`src/rtl/control_pkg.sv`:
```
// Shared definitions for the multicycle control unit: state encoding,
// opcode values and configuration defaults.
package control_pkg;

  typedef enum logic [2:0] {
    S_IDLE   = 3'd0,
    S_FETCH  = 3'd1,
    S_DECODE = 3'd2,
    S_EXEC   = 3'd3,
    S_MEM    = 3'd4,
    S_WB     = 3'd5,
    S_HALTED = 3'd6,
    S_ERROR  = 3'd7
  } state_t;

  localparam logic [3:0] OP_ADD  = 4'h0;
  localparam logic [3:0] OP_SUB  = 4'h1;
  localparam logic [3:0] OP_LW   = 4'h2;
  localparam logic [3:0] OP_SW   = 4'h3;
  localparam logic [3:0] OP_ADDI = 4'h4;
  localparam logic [3:0] OP_HALT = 4'hF;

  localparam int TIMEOUT_CYCLES_DEFAULT = 16;
  localparam int OP_W_DEFAULT           = 4;
  localparam int RETIRED_W              = 16;
  localparam int WAIT_W                 = 8;

endpackage

```
`src/rtl/control_decode.sv`:
```
// Combinational opcode decoder: maps an opcode to datapath selects and
// instruction-class flags used by the sequencer.
module control_decode
  import control_pkg::*;
#(
  parameter int OP_W = OP_W_DEFAULT
) (
  input  logic [OP_W-1:0] op_i,
  output logic            sel_alu_src_o,
  output logic            sel_wb_o,
  output logic            alu_sub_o,
  output logic            is_mem_o,
  output logic            is_store_o,
  output logic            is_halt_o,
  output logic            legal_o
);

  // Decode opcode into selects and class flags.
  always_comb begin
    // NOTE: every output gets a default before the case so no path leaves
    // one unassigned, which would otherwise infer a latch.
    sel_alu_src_o = 1'b0;
    sel_wb_o      = 1'b0;
    alu_sub_o     = 1'b0;
    is_mem_o      = 1'b0;
    is_store_o    = 1'b0;
    is_halt_o     = 1'b0;
    legal_o       = 1'b0;
    case (op_i)
      OP_W'(OP_ADD):  legal_o = 1'b1;
      OP_W'(OP_SUB): begin
        legal_o   = 1'b1;
        alu_sub_o = 1'b1;
      end
      OP_W'(OP_LW): begin
        legal_o       = 1'b1;
        sel_alu_src_o = 1'b1;
        sel_wb_o      = 1'b1;
        is_mem_o      = 1'b1;
      end
      OP_W'(OP_SW): begin
        legal_o       = 1'b1;
        sel_alu_src_o = 1'b1;
        is_mem_o      = 1'b1;
        is_store_o    = 1'b1;
      end
      OP_W'(OP_ADDI): begin
        legal_o       = 1'b1;
        sel_alu_src_o = 1'b1;
      end
      OP_W'(OP_HALT): begin
        legal_o   = 1'b1;
        is_halt_o = 1'b1;
      end
      default: ;
    endcase
  end

endmodule

```
`src/rtl/control_unit_fsm.sv`:
```
// Multicycle control unit: sequences FETCH/DECODE/EXEC/MEM/WB and drives the
// datapath mux selects, register-file and memory strobes.
// Optional memory-wait timeout enabled by defining CONTROL_UNIT_TIMEOUT_EN.
module control_unit_fsm
  import control_pkg::*;
#(
  parameter int TIMEOUT_CYCLES = TIMEOUT_CYCLES_DEFAULT,
  parameter int OP_W           = OP_W_DEFAULT
) (
  input  logic                 clk,
  input  logic                 rst_n,
  input  logic                 start,
  input  logic [OP_W-1:0]      opcode,
  input  logic                 mem_ready,
  output logic                 mem_req,
  output logic                 mem_we,
  output logic                 ir_load,
  output logic                 pc_inc,
  output logic                 sel_alu_src,
  output logic                 sel_wb,
  output logic                 alu_sub,
  output logic                 reg_we,
  output logic                 busy,
  output logic                 halted,
  output logic                 err,
  output logic [RETIRED_W-1:0] retired
);

  state_t                 state_q, state_d;
  logic [OP_W-1:0]        op_q, op_d;
  logic [RETIRED_W-1:0]   retired_q, retired_d;
  logic [OP_W-1:0]        dec_op;
  logic                   dec_sel_alu_src, dec_sel_wb, dec_alu_sub;
  logic                   dec_is_mem, dec_is_store, dec_is_halt, dec_legal;
  logic                   timeout;

  // In DECODE the live opcode is classified; afterwards the latched one
  // drives the selects, so one decoder serves both uses.
  assign dec_op = (state_q == S_DECODE) ? opcode : op_q;

  control_decode #(.OP_W(OP_W)) u_decode (
    .op_i          (dec_op),
    .sel_alu_src_o (dec_sel_alu_src),
    .sel_wb_o      (dec_sel_wb),
    .alu_sub_o     (dec_alu_sub),
    .is_mem_o      (dec_is_mem),
    .is_store_o    (dec_is_store),
    .is_halt_o     (dec_is_halt),
    .legal_o       (dec_legal)
  );

`ifdef CONTROL_UNIT_TIMEOUT_EN
  logic [WAIT_W-1:0] wait_q, wait_d;

  // Count consecutive not-ready cycles in FETCH/MEM; clear on any state change.
  always_comb begin
    wait_d  = '0;
    timeout = 1'b0;
    if ((state_q == S_FETCH || state_q == S_MEM) && !mem_ready) begin
      wait_d  = wait_q + WAIT_W'(1);
      timeout = (wait_d == WAIT_W'(TIMEOUT_CYCLES));
      if (timeout) wait_d = '0;
    end
  end

  // Wait-counter register.
  always_ff @(posedge clk or negedge rst_n) begin
    if (!rst_n) wait_q <= '0;
    else        wait_q <= wait_d;
  end
`else
  // Without the timeout feature the limit has no effect.
  logic unused_timeout_cfg;
  assign unused_timeout_cfg = ^TIMEOUT_CYCLES;
  assign timeout            = 1'b0;
`endif

  // Next-state, op latch, retire count and decoded outputs.
  always_comb begin
    state_d     = state_q;
    op_d        = op_q;
    retired_d   = retired_q;
    mem_req     = 1'b0;
    mem_we      = 1'b0;
    ir_load     = 1'b0;
    pc_inc      = 1'b0;
    sel_alu_src = 1'b0;
    sel_wb      = 1'b0;
    alu_sub     = 1'b0;
    reg_we      = 1'b0;
    case (state_q)
      S_IDLE: if (start) state_d = S_FETCH;
      S_FETCH: begin
        mem_req = 1'b1;
        ir_load = mem_ready;
        pc_inc  = mem_ready;
        if (mem_ready)    state_d = S_DECODE;
        else if (timeout) state_d = S_ERROR;
      end
      S_DECODE: begin
        op_d = opcode;
        if (!dec_legal)       state_d = S_ERROR;
        else if (dec_is_halt) state_d = S_HALTED;
        else                  state_d = S_EXEC;
      end
      S_EXEC: begin
        sel_alu_src = dec_sel_alu_src;
        alu_sub     = dec_alu_sub;
        state_d     = dec_is_mem ? S_MEM : S_WB;
      end
      S_MEM: begin
        sel_alu_src = dec_sel_alu_src;
        alu_sub     = dec_alu_sub;
        mem_req     = 1'b1;
        mem_we      = dec_is_store;
        if (mem_ready) begin
          if (dec_is_store) begin
            state_d   = S_FETCH;
            retired_d = retired_q + RETIRED_W'(1);
          end else begin
            state_d = S_WB;
          end
        end else if (timeout) begin
          state_d = S_ERROR;
        end
      end
      S_WB: begin
        sel_alu_src = dec_sel_alu_src;
        alu_sub     = dec_alu_sub;
        sel_wb      = dec_sel_wb;
        reg_we      = 1'b1;
        state_d     = S_FETCH;
        retired_d   = retired_q + RETIRED_W'(1);
      end
      S_HALTED: state_d = S_HALTED;
      S_ERROR:  state_d = S_ERROR;
      default:  state_d = S_IDLE;
    endcase
  end

  // State, latched opcode and retire-count registers.
  always_ff @(posedge clk or negedge rst_n) begin
    // NOTE: sequential state uses non-blocking assignments so every register
    // samples pre-edge values regardless of statement order.
    if (!rst_n) begin
      state_q   <= S_IDLE;
      op_q      <= '0;
      retired_q <= '0;
    end else begin
      state_q   <= state_d;
      op_q      <= op_d;
      retired_q <= retired_d;
    end
  end

  assign busy    = !(state_q == S_IDLE || state_q == S_HALTED || state_q == S_ERROR);
  assign halted  = (state_q == S_HALTED);
  assign err     = (state_q == S_ERROR);
  assign retired = retired_q;

endmodule

```
`config.mk`:
```
export PLATFORM = sky130hd
export DESIGN_NAME = control_unit_fsm
export DESIGN_NICKNAME = d
export VERILOG_FILES = /design/src/rtl/control_pkg.sv /design/src/rtl/control_decode.sv /design/src/rtl/control_unit_fsm.sv
export SDC_FILE = /design/constraint.sdc
export NUM_CORES = 1
export LEC_CHECK = 0
export ABC_AREA = 0
export ABC_CLOCK_PERIOD_IN_PS = 5700
export BUFFER_PORTS_ARGS = -buffer_cell sky130_fd_sc_hd__buf_2
export CAP_MARGIN = 20
export CORE_MARGIN = 5
export CORE_UTILIZATION = 45
export CTS_CLUSTER_DIAMETER = 80
export CTS_CLUSTER_SIZE = 12
export DETAILED_ROUTE_END_ITERATION = 8
export PLACE_DENSITY = 0.69
export SETUP_SLACK_MARGIN = 0.4
export SKIP_LAST_GASP = 1
export SYNTH_ARGS = -nofsm -noshare
export SYNTH_HDL_FRONTEND = slang
export SYNTH_SLANG_ARGS = --single-unit
```
`constraint.sdc`:
```
create_clock -name clk -period 5.7 [get_ports clk]
set_input_delay 1.14 -clock clk [delete_from_list [all_inputs] [get_ports clk]]
set_output_delay 1.14 -clock clk [all_outputs]
set_load 0.05 [all_outputs]
```
==> run_results.csv, run 1 <==
group,metric,value,unit
grt,antenna_found_initial,0,
grt,busiest_layer,"met2",
synthesis,seq_area_frac_synth,44.66,%
timing,finalSetupTns,0,ns
grt,use_met1,18.84,%
floorplanning,fp.dieH,63.52,um
timing,timing.final.crit_share,57.38,%
route,drt-initial-drc-count,106,
synthesis,syn_area,1289,um2
job,drv_cap,0,
finish,fin_util,53.95,%
synthesis,avgSynthCellArea,10.48,um2
grt,grt_max_degree,24,
finish,fin_nets,166,
synthesis,synth-main-ff-cell,"dfrtp_1",
synthesis,syn_inst,123,
clock_network,clock-sinks,23,
grt,grt_use_met3,2.842,%
worst_setup_path,start_kind,"flip-flop",
grt,grt_pass1_vias,993,
clock_network,post_cts_buffers,0,
floorplanning,rows,19,
worst_setup_path,timing.rr.start,"state_q[0]",
clock_network,cts_resized,0,
worst_hold_path,min_to,"retired[15]",
route,vias,1022,
clock_network,ctsRootBufferMaster,"clkbuf_4",
finish,area_growth,15.44,%
floorplanning,die_x,63.52,um
synthesis,yosysUniqueCellTypes,37,
finish,drive_above_1_share,33.33,%
power,power.total,726.1,uW
synthesis,synth-edff-count,0,
timing,timing.hold.ws,0.4762,ns
place,gp_congestion,0.7797,
worst_setup_path,path_cells,"nor3b_4 -> mux2_2 -> nor2_1 -> buf_2",
synthesis,netlist.top_cell.by_area,"dfrtp_1",
synthesis,synth_most_common_cell,"dfrtp_1",
place,port_buffers,34,
floorplanning,die-area,4034,um2
grt,grt_overflow_total,0,
power,p_per_area,488.1,nW/um2
timing,fin_skew,0.002734,ns
worst_setup_path,cp.required,4.56,ns
worst_hold_path,holdPathStages,1,
worst_setup_path,arrival,2.13,ns
worst_setup_path,rrSetupSlack,3.54,ns
place,placed_area,1460,um2
grt,grt_pass1_wl,4657,um
clock_network,cts_tree,"built",
timing,grt_setup_unrepaired,"no",
synthesis,synth_common_cells,"dfrtp_1 (23), xor2_1 (12), nor2_1 (10)",
synthesis,synth_seq_cells,23,
worst_setup_path,critPathMaxStageDelay,0.58,ns
worst_setup_path,worst_setup_path_end_kind,"output port",
route,wire_per_inst,14.26,um
timing,tightestPinTransition,0.5929,ns
floorplanning,core,2758,um2
clock_network,cts_buffer_depth,2,
clock_network,clk_latency,0.31,ns
timing,fin_crit,3.271,ns
outcome,status,"finished, final reports clean",
grt,grt_usage,14.09,%
place,place_hpwl,1991,um
clock_network,cts.hold.buffers_added,0,
worst_setup_path,timing.rr.end,"retired[1]",
power,ir_drop,0.4301,mV
worst_hold_path,hold_path_class,"reg2reg",
synthesis,netlist.area_leader.share,44.66,%
timing,hold_viol_final,0,
worst_setup_path,slowest_stage,"dfrtp_1",
grt,grtUsageMet2,22.59,%
clock_network,cts.reportedPaths.clkPinSlew,0.13,ns
timing,setup_viol,0,
route,avgViaCountPerCell,5.465,
route,wl,2666,um
worst_setup_path,reg2reg_depth,4,
synthesis,async_reset_ff_share,100.0,%
floorplanning,io_pins,35,
finish,antennaDiodeCount,0,
synthesis,ys_warn_count,0,
synthesis,ys_top_cells_by_area,"dfrtp_1 (45%), xor2_1 (8.2%), nor3_2 (4.7%), nor2_1 (2.9%), nand2_1 (2.6%)",
floorplanning,start_util,46.73,%
clock_network,cts_buffers,3,
timing,max_freq,305.8,MHz
worst_setup_path,worstSetupPathType,"reg2out",
worst_setup_path,crit_fanout,14,
power,p_leak,0.0007733,uW
clock_network,h-tree-depth,1,
synthesis,syn_nets,132,
worst_setup_path,cp-startpoint,"state_q[0]",
route,first_pass_iters,4,
timing,maxSlewHeadroom,60.28,%
finish,final_cell_area,1488,um2
worst_hold_path,hp-start,"retired[15]",
timing,slew_viol_final,0,
route,ant_nets,0,
route,route.detailed.drc,0,
==> area by class of cell <==
cell class                 count  area (um2)
clock inverter                 1       5.005
timing repair buffer          34       170.2
tap                           31       38.79
multi-input combinational     89       653.1
inverter                       6       22.52
sequential                    23       575.6
clock buffer                   3       22.52
fill                         243        1270
==> power breakdown <==
group	internal [uW]	leakage, uW	switching (uW)	total, uW
sequential	205	0.000292	68.7	274
clock	26.2	0.0000177	50.5	76.8
combinational	109	0.000464	266	376
==> through the flow <==
step	instances	setup slack, ns
after floorplan	123	2.295
after global placement	183	2.686
after detailed placement	183	2.672
after CTS	187	2.413
after global routing	187	2.245
final	187	2.429
==> worst max-delay path by stage <==
stage                  endpoint
floorplan                pc_inc
global placement         sel_wb
detailed placement  sel_alu_src
CTS                      sel_wb
global route        sel_alu_src
finish                   sel_wb
==> critical path: cells and delay by family, from the launching register on <==
kind	cells	cell delay (ns)
buffers and inverters	1	0.26
DFF	1	0.58
muxes	1	0.40
and+or+nand+nor	2	0.58
==> sequential cells by signal, indices dropped and copies added (netlist names) <==
| name | cells |
|---|---|
| retired | 16 |
| op_q | 4 |
| state_q | 3 |
==> cells by family after synthesis <==
group | count (synthesis) | share of synthesized area, %
buf+inv | 11 | 4.660
flops | 23 | 44.66
xor+xnor | 15 | 10.19
mux | 4 | 3.398
compound gates | 16 | 9.127
fa+ha+maj | 1 | 0.9707
simple gates | 53 | 26.99
==> layout by cell type (no fill, tap or decap), drive strengths merged, types with 2 or more instances in the layout <==
cell type	netlist	routed
a21oi	5	5
and3	4	4
buf	3	34
clkbuf	2	3
dfrtp	23	23
inv	6	6
mux2	3	3
nand2	9	9
nand2b	2	2
nand3	5	5
nand4	2	2
nor2	10	10
nor3	11	11
nor3b	3	3
nor4b	2	2
o21ai	4	4
xnor2	3	3
xor2	12	12
==> layer usage <==
layer | share of wire [%] | up-vias
met5 | 0 | -
met4 | 1.4 | 0
met3 | 5.6 | 4
li1 | - | 491
met1 | 44 | 496
met2 | 49 | 31
Note: power is estimated with default switching activity, not from simulation.
==> run 2, diff against run 1 <==
ABC_AREA = 1   (was 0)
ABC_CLOCK_PERIOD_IN_PS = 3100   (was 5700)
PLACE_DENSITY = 0.67   (was 0.69)
clock period = 3.1 ns   (was 5.7 ns; I/O delays follow)
==> run 2 against run 1 <==
Non-clock buffer count up 2. Global-route usage up 0.52 points. Register-to-register slack worse by 2.4 ns. Sequential power grew 61%. Via count up 38%. Sequential cell count did not move. Clock skew is 0.015 ns higher. Final area grew 23%. Highest routed layer unchanged.
==> run_results.csv, run 2 <==
group,metric,value,unit
power,ir_drop,0.7032,mV
worst_setup_path,crit_family,"buffers and inverters",
timing,setup_viol,0,
synthesis,synth-compound-area-share,2.598,%
grt,grt_pass1_wl,5975,um
place,place_hpwl,2610,um
route,avgViaCountPerCell,4.835,
worst_hold_path,hold_path_class,"in2async",
clock_network,cts.reportedPaths.clkPinSlew,0.14,ns
power,p_per_area,821.8,nW/um2
synthesis,netlist.top_cell.by_area,"dfrtp_1",
clock_network,cts.hold.buffers_added,0,
synthesis,synth_fa_ha_area_share,0.7874,%
timing,maxSlewHeadroom,65.01,%
route,first_pass_iters,4,
timing,slew_viol_final,0,
synthesis,syn_inst,211,
synthesis,ys_warn_count,0,
place,dpl.cell_count,285,
timing,grt_setup_unrepaired,"no",
timing,fin_crit,2.540,ns
worst_setup_path,cp.buffers_inverters,3,
timing,tightestPinTransition,0.5249,ns
synthesis,synth_top_family_by_area,"simple AND/OR/NAND/NOR gates",
synthesis,syn_area,1589,um2
finish,layout_commonest_cell,"nand2_1",
synthesis,netlist.area_leader.share,36.22,%
floorplanning,start_util,46.88,%
grt,grt_overflow_total,0,
power,p_leak,0.001008,uW
timing,max_freq,393.6,MHz
place,port_buffers,34,
synthesis,synth_xor_area_share,7.717,%
clock_network,h-tree-depth,1,
synthesis,synth_most_common_cell,"nand2_1",
synthesis,synthSimpleGateAreaFrac,42.83,%
worst_setup_path,worstSetupPathType,"reg2out",
worst_setup_path,cp-startpoint,"state_q[2]",
floorplanning,die-area,4820,um2
timing,timing.hold.ws,0.2456,ns
synthesis,synth-edff-count,0,
grt,grt_usage,14.60,%
clock_network,cts_tree,"built",
finish,mostFrequentLayoutCells,"nand2_1 (58), buf_2 (32), nand3_1 (25), inv_1 (21), dfrtp_1 (21)",
finish,largest_register_ffs,16,
synthesis,synthMuxAreaShare,0,%
route,wl,3428,um
route,ant_nets,0,
timing,hold_viol_final,0,
worst_setup_path,worst_setup_path_end_kind,"output port",
worst_setup_path,arrival,1.92,ns
clock_network,clock-sinks,23,
timing,setup_slack,0.5597,ns
clock_network,cts_buffer_depth,2,
route,route.detailed.drc,0,
job,drv_cap,0,
synthesis,synth-main-ff-cell,"dfrtp_1",
grt,grt_pass1_vias,1361,
worst_setup_path,path_cells,"inv_4 -> nand3_2 -> nand2_1 -> nand2_1 -> inv_1 -> nand2_1 -> nor3_2 -> buf_2",
floorplanning,fp.dieH,69.43,um
grt,grt_max_degree,24,
place,gp_congestion,0.8903,
place,pre_cts_ws,0.7541,ns
synthesis,synth_common_cells,"nand2_1 (58), nand3_1 (25), dfrtp_1 (23)",
timing,fin_skew,0.01787,ns
clock_network,ctsRootBufferMaster,"clkbuf_4",
synthesis,seq_area_frac_synth,36.22,%
worst_setup_path,timing.rr.start,"state_q[2]",
finish,fin_nets,255,
synthesis,synth_seq_cells,23,
worst_setup_path,start_kind,"flip-flop",
synthesis,ys_top_cells_by_area,"dfrtp_1 (36%), nand2_1 (14%), nand3_1 (7.9%), nand2_2 (5.1%), inv_1 (5.0%)",
grt,antenna_found_initial,0,
finish,area_growth,14.80,%
worst_setup_path,crit_top_cell,"nand2_1",
clock_network,cts_buffers,3,
worst_setup_path,crit_fanout,11,
synthesis,async_reset_ff_share,100.0,%
route,vias,1407,
floorplanning,io_pins,35,
timing,timing.final.crit_share,81.95,%
clock_network,clk_latency,0.32,ns
worst_setup_path,critPathMaxStageDelay,0.47,ns
outcome,status,"finished, final reports clean",
synthesis,yosysUniqueCellTypes,32,
finish,antennaDiodeCount,0,
synthesis,syn_nets,220,
route,drt-initial-drc-count,79,
route,wire_per_inst,11.78,um
floorplanning,rows,21,
timing,finalSetupTns,0,ns
finish,drive_above_1_share,28.98,%
worst_setup_path,cp.required,2.48,ns
floorplanning,die_x,69.43,um
worst_setup_path,slowest_stage,"dfrtp_2",
floorplanning,core,3390,um2
synthesis,avgSynthCellArea,7.531,um2
finish,n_fill_cell,338,
finish,instances_no_fill,291,
## run 2: cell count changes in the layout (fill, tap and decap cells not counted), sizes merged, moves of 3 or more
cell | before | now
nand2 | 9 | 74
nand3 | 5 | 28
inv | 6 | 24
nor2 | 10 | 19
xor2 | 12 | 5
xnor2 | 3 | 9
nor3 | 11 | 6
and3 | 4 | 0
mux2 | 3 | 0
nor3b | 3 | 0
## run 2: final cells by class
| type | count | area, um2 | area share (%) |
|---|---|---|---|
| Clock buffer | 4 | 26.28 | 1.440 |
| Timing Repair Buffer | 36 | 190.2 | 10.43 |
| Sequential cell | 23 | 578.1 | 31.69 |
| Multi-Input combinational cell | 157 | 868.3 | 47.60 |
| Tap cell | 46 | 57.56 | 3.155 |
| Inverter | 25 | 103.9 | 5.693 |
## run 2: logic make-up after synthesis
logic type	after synthesis
buffers and inverters	31
flip-flops	23
adder cells (fa/ha/maj)	1
AND/OR/NAND/NOR	134
XOR/XNOR	14
AO/OA/AOI/OAI	8
## run 2: repair_timing
item | CTS | global route
resized for setup | 1 | 5
cloned | 0 | 0
setup buffers | 0 | 2
endpoints found under the setup margin | 1 | 4
## run 2: path summary, 6_finish.rpt
kind                                to  slack [ns]  depth (start not counted)
min                            op_q[2]        0.25                          1
max reg2reg                 retired[1]        1.14                          8
min in group clk           retired[15]        0.57                          2
max                             sel_wb        0.56                          8
min reg2reg                retired[15]        0.57                          2
max in group asynchronous   state_q[2]        2.44                          1
## run 2: stage by stage
step / instance area [um2] / util (%) / total power, uW
after detailed placement: 1773 / 52.31 / 1339
after CTS: 1802 / 53.16 / 1480
after floorplan: 1600 / - / 1213
final: 1824 / 53.82 / 1499
after global placement: 1773 / 52.31 / 1345
after global routing: 1824 / 53.82 / 1612
## run 2: power breakdown
part,switching [uW],total (uW),leakage [uW],internal [uW]
registers,70.9,442,0.000298,371
clock network,91.8,142,0.0000150,50.2
logic,680,915,0.000696,236
total,843,1500,0.00101,657
## run 2: metal layers
layer	vias to the layer above	part of all wire, %	track usage [%]
met2	39	44	23.94
met1	631	50	20.16
met4	0	0.44	1.302
met5	-	0	0
met3	2	5.1	3.623
li1	735	-	-
